[src/rtl/pipe_pkg.sv]
// rtl/pipe_pkg.sv - shared constants and occupancy state for the pipeline stage register
package pipe_pkg;

  localparam int PIPE_DATA_W = 32;
  localparam int PIPE_CTRL_W = 16;
  localparam int PIPE_CNT_W  = 32;

  typedef enum logic [1:0] {
    OCC_EMPTY = 2'd0,
    OCC_ONE   = 2'd1,
    OCC_FULL  = 2'd2
  } occ_state_e;

endpackage

[src/rtl/pipe_sat_counter.sv]
// rtl/pipe_sat_counter.sv - counter that increments on inc and sticks at all-ones
module pipe_sat_counter #(
  parameter int W = 32
) (
  input  logic         clock,
  input  logic         reset,
  input  logic         inc,
  output logic [W-1:0] count
);

  logic [W-1:0] count_q;

  always_ff @(posedge clock) begin
    if (reset) begin
      count_q <= '0;
    end else if (inc && (count_q != '1)) begin
      count_q <= count_q + 1'b1;
    end
  end

  assign count = count_q;

endmodule

[src/rtl/pipe_stage_reg.sv]
// rtl/pipe_stage_reg.sv - two-entry (head + skid) pipeline stage with hold/flush
// Define PIPE_STAGE_STATS_EN to enable the saturating stall/flush counters.
module pipe_stage_reg
  import pipe_pkg::*;
#(
  parameter int DATA_W = PIPE_DATA_W,
  parameter int CTRL_W = PIPE_CTRL_W,
  parameter int CNT_W  = PIPE_CNT_W
) (
  input  logic              clock,
  input  logic              reset,
  input  logic              in_valid,
  output logic              in_ready,
  input  logic [DATA_W-1:0] in_data,
  input  logic [CTRL_W-1:0] in_ctrl,
  output logic              out_valid,
  input  logic              out_ready,
  output logic [DATA_W-1:0] out_data,
  output logic [CTRL_W-1:0] out_ctrl,
  input  logic              hold,
  input  logic              flush,
  output logic [1:0]        occupancy,
  output logic [CNT_W-1:0]  stall_cnt,
  output logic [CNT_W-1:0]  flush_cnt
);

  occ_state_e        state_q;
  logic [DATA_W-1:0] head_data_q, skid_data_q;
  logic [CTRL_W-1:0] head_ctrl_q, skid_ctrl_q;
  logic              head_valid, skid_valid;
  logic              accept, release_beat;

  assign head_valid   = (state_q != OCC_EMPTY);
  assign skid_valid   = (state_q == OCC_FULL);
  assign in_ready     = !reset && !skid_valid && !hold && !flush;
  assign out_valid    = !reset && head_valid && !hold;
  assign accept       = in_valid && in_ready;
  assign release_beat = out_valid && out_ready;

  assign out_data  = head_data_q;
  assign out_ctrl  = head_valid ? head_ctrl_q : '0;
  assign occupancy = state_q;

  // hold needs no branch of its own: it already forces accept and release low
  always_ff @(posedge clock) begin
    if (reset) begin
      state_q     <= OCC_EMPTY;
      head_data_q <= '0;
      head_ctrl_q <= '0;
      skid_data_q <= '0;
      skid_ctrl_q <= '0;
    end else if (flush) begin
      state_q     <= OCC_EMPTY;
      head_ctrl_q <= '0;
      skid_ctrl_q <= '0;
    end else begin
      unique case (state_q)
        OCC_EMPTY: begin
          if (accept) begin
            head_data_q <= in_data;
            head_ctrl_q <= in_ctrl;
            state_q     <= OCC_ONE;
          end
        end
        OCC_ONE: begin
          if (accept && release_beat) begin
            head_data_q <= in_data;
            head_ctrl_q <= in_ctrl;
          end else if (accept) begin
            skid_data_q <= in_data;
            skid_ctrl_q <= in_ctrl;
            state_q     <= OCC_FULL;
          end else if (release_beat) begin
            head_ctrl_q <= '0;
            state_q     <= OCC_EMPTY;
          end
        end
        OCC_FULL: begin
          if (release_beat) begin
            head_data_q <= skid_data_q;
            head_ctrl_q <= skid_ctrl_q;
            skid_ctrl_q <= '0;
            state_q     <= OCC_ONE;
          end
        end
        default: state_q <= OCC_EMPTY;
      endcase
    end
  end

`ifdef PIPE_STAGE_STATS_EN
  pipe_sat_counter #(.W(CNT_W)) u_stall_cnt (
    .clock (clock),
    .reset (reset),
    .inc   (head_valid && (hold || !out_ready)),
    .count (stall_cnt)
  );

  pipe_sat_counter #(.W(CNT_W)) u_flush_cnt (
    .clock (clock),
    .reset (reset),
    .inc   (flush),
    .count (flush_cnt)
  );
`else
  assign stall_cnt = '0;
  assign flush_cnt = '0;
`endif

endmodule

[config.mk]
export PLATFORM = sky130hd
export DESIGN_NAME = pipe_stage_reg
export DESIGN_NICKNAME = d
export VERILOG_FILES = /design/src/rtl/pipe_pkg.sv /design/src/rtl/pipe_sat_counter.sv /design/src/rtl/pipe_stage_reg.sv
export SDC_FILE = /design/constraint.sdc
export NUM_CORES = 1
export LEC_CHECK = 0
export ABC_AREA = 1
export BUFFER_PORTS_ARGS = -buffer_cell sky130_fd_sc_hd__clkbuf_2
export CORE_ASPECT_RATIO = 1.4
export CORE_UTILIZATION = 51
export DETAILED_ROUTE_END_ITERATION = 8
export GPL_TIMING_DRIVEN = 1
export PLACE_DENSITY = 0.84
export SETUP_SLACK_MARGIN = 0.1
export SYNTH_ARGS = -nofsm -noshare
export SYNTH_HDL_FRONTEND = slang
export SYNTH_HIERARCHICAL = 1
export SYNTH_SLANG_ARGS = --single-unit
export TNS_END_PERCENT = 5
[constraint.sdc]
create_clock -name clock -period 2.3 [get_ports clock]
set_clock_uncertainty 0.15 [all_clocks]
set_input_delay 0.345 -clock clock [delete_from_list [all_inputs] [get_ports clock]]
set_output_delay 0.345 -clock clock [all_outputs]
set_load 0.01 [all_outputs]
==> summary.txt <==
Synthesis
  • Largest family of logic cells by synthesized area: simple AND/OR/NAND/NOR gates
  • Synth area leader: dfxtp_1
  • Async S/R FF share, synth: 0
  • Synth Area in XOR/XNOR: 0
  • Adder-Cell Fraction of Synth Area: 0.00987
  • Top_reg_cell synth: dfxtp_1
  • Commonest cells in the synthesized netlist: 190 x nand2_1, 120 x nor2_1, 98 x dfxtp_1
  • Largest cells by area after synthesis: dfxtp_1 39%, nand2_1 14%, buf_4 10%
  • Post-Synth Simple-Gate Area: 0.300
  • Synth cell types: 27
  • Count leader, synth: nand2_1
  • EDFF count, synth: 0
  • Seq/Total Area, Yosys: 0.387
  • Mapped Cells: 764
  • Mux share of post-synthesis cell area: 0
  • Post-synthesis compound-gate area fraction: 0.114
  • Top cell type's share of synthesized area: 0.387
  • Synthesis warning total: 6
  • Avg Synthesized Cell Area: 6.63 µm²
  • Synth Register Bits: 98
  • Post-Syn Area: 5070 µm²

Cells and area
  • Layout area overhead: 13.4%
  • NumNets Final: 909
  • Share of post-route cells with drive strength above 1: 0.181
  • # diodes: 0
  • Util after Layout: 0.601

Status
  • Status: finished clean

Detailed routing
  • Vias per std cell: 4.79
  • Antenna-violating nets left: 0
  • Initial DRC Count: 196
  • Average wire per standard cell: 11.8 µm
  • Via count: 4724
  • Drt total wl: 11700 µm
  • # DRC: 0
  • DRT Pass-1 Iters: 7

Floorplanning
  • IO Pins: 170
  • Die H: 120 µm
  • DIE WIDTH: 86.3 µm
  • Std-Cell Rows: 42
  • Core area: 9560 µm²
  • Die area: 10300 µm²
  • Initial core utilization: 0.530

Worst setup path
  • Worst setup EP type: output port
  • Worst endpoint required time: 1.80 ns
  • R2R Path Start: occupancy[0]
  • Critical path class: register to output port
  • Critical Path AT: 1.68 ns
  • Worst Setup SP: occupancy[0]
  • Worst Path Max Fanout: 23
  • Nature of the critical path startpoint: register

Pwr
  • P_sw: 850 µW
  • Static Leakage: 2.99 nW
  • Clock power share: 0.395
  • Worst IR drop on VDD: 362 µV
  • Sw frac: 0.247
  • Power, Total: 3.44 mW
  • Flop pwr share: 0.505
  • Comb pwr share: 0.100
  • PwrDens: 599 nW/µm²
  • Cell Int Power: 2.59 mW

STA
  • Max-slew headroom: 0.624
  • RSZ-0062 raised after global routing: yes
  • Max Transition Viols Final: 0
  • Final hold vios: 0
  • Final setup fails: 0
  • Final period utilization: 0.947
  • Tmin final: 2.18 ns
  • Slew @ Worst Pin: 0.564 ns
  • Final TNS setup: 0 ns
  • Fmax: 459 MHz

Min path
  • Min-Delay Startpoint: in_data[4]
  • HP Class: input port to register

Job
  • Max Cap Viol: 0

Clock tree
  • Root Buffer: clkbuf_16
  • Hold-fix buffers, CTS: 0
  • Worst-Skew Late Latency: 0.33 ns
  • CTS tree: done
  • Num CTS Buffers: 9
  • Clock Path Buffers: 2
  • H-tree lvl count: 3
  • CTS clk-pin slew, worst paths: 0.06 ns
  • Sinks on the clock net: 98

Global routing
  • Gr usage total: 0.227
  • Largest net degree at the start of global routing: 65
  • GRT overflow: 0
  • Number of global-route vias before repair: 4120
  • Initial antenna violation count: 0
  • First-pass GRT wire length: 18800 µm

Place
  • RePlAce Congestion: 0.774
  • Hpwl dp: 7910 µm
  • IO Port Bufs: 105
==> state kept, by name, summed over array words and instances, names as in the netlist <==
name,cells
occupancy,2
skid_ctrl_q,16
skid_data_q,32
head_ctrl_q,16
out_data,32
==> cell usage in the layout (no fill, tap or decap), drive strengths merged <==
cell type	instances
nor2	125
o21ai	71
nand3	21
clkinv	6
conb	64
clkinvlp	1
nand2	192
buf	17
a21oi	41
dfxtp	98
o21a	1
nand4	1
ha	4
inv	64
nor3	34
clkbuf	115
==> timing repair <==
item                       4_1_cts  5_1_grt
setup endpoints to repair       17       57
gates resized for setup          6        0
pin swaps                        0        1
setup buffers                    0        1
==> logic make-up (layout without fill, tap and decap cells) <==
logic type / after synthesis / in the layout
flip-flops: 98 / 98
AO/OA/AOI/OAI: 113 / 113
buffers and inverters: 175 / 203
adder cells (fa/ha/maj): 4 / 4
AND/OR/NAND/NOR: 373 / 373
other: 1 / 64
==> power by group through the flow <==
stage	Combinational [mW]	Clock, mW	Sequential [mW]
after floorplan	0.291	0	1.79
final	0.343	1.36	1.74
after global routing	0.388	1.45	1.74
after global placement	0.337	0	1.78
after CTS	0.342	1.39	1.74
after detailed placement	0.339	0	1.78
==> routing by layer <==
layer,GRT usage,up-vias,share of wire
met5,0,-,0
met4,0.0802,0,0.016
met2,0.414,189,0.52
li1,-,2413,-
met3,0.0399,13,0.058
met1,0.262,2109,0.40
==> final timing paths <==
kind	to	slack, ns	cells past startpoint
min	skid_data_q[4]	0.1	3
max reg2reg	out_data[27]	0.22	10
min reg2reg	skid_data_q[11]	0.35	2
max	in_ready	0.12	6
==> cell type report <==
cell class              instances  area, µm²
well taps                     132        165
clock buffers                  10        239
fillers                       993       3820
clock inverters                 5       31.3
multi-input cells             554       2400
inverters                      66        248
repair buffers                122        702
flip-flops and latches         98       1960
==> stage by stage <==
step | setup WS (ns) | instances | hold slack (ns) | cell area [µm²]
6_report | 0.122 | 987 | 0.0972 | 5750
5_1_grt | 0.0257 | 987 | 0.107 | 5750
4_1_cts | 0.0886 | 986 | 0.0893 | 5730
3_5_place_dp | 0.0760 | 971 | 0.336 | 5440
3_3_place_gp | 0.171 | 971 | 0.328 | 5440
2_1_floorplan | 0.200 | 827 | 0.312 | 5310
==> worst max-delay path, stage by stage, from the launching register on <==
cell	delay [ns]
dfxtp_2	0.36
inv_1	0.07
ha_2	0.21
buf_8	0.16
buf_6	0.18
nor3_2	0.20
clkbuf_2	0.16
(Power assumes the default switching activity.)
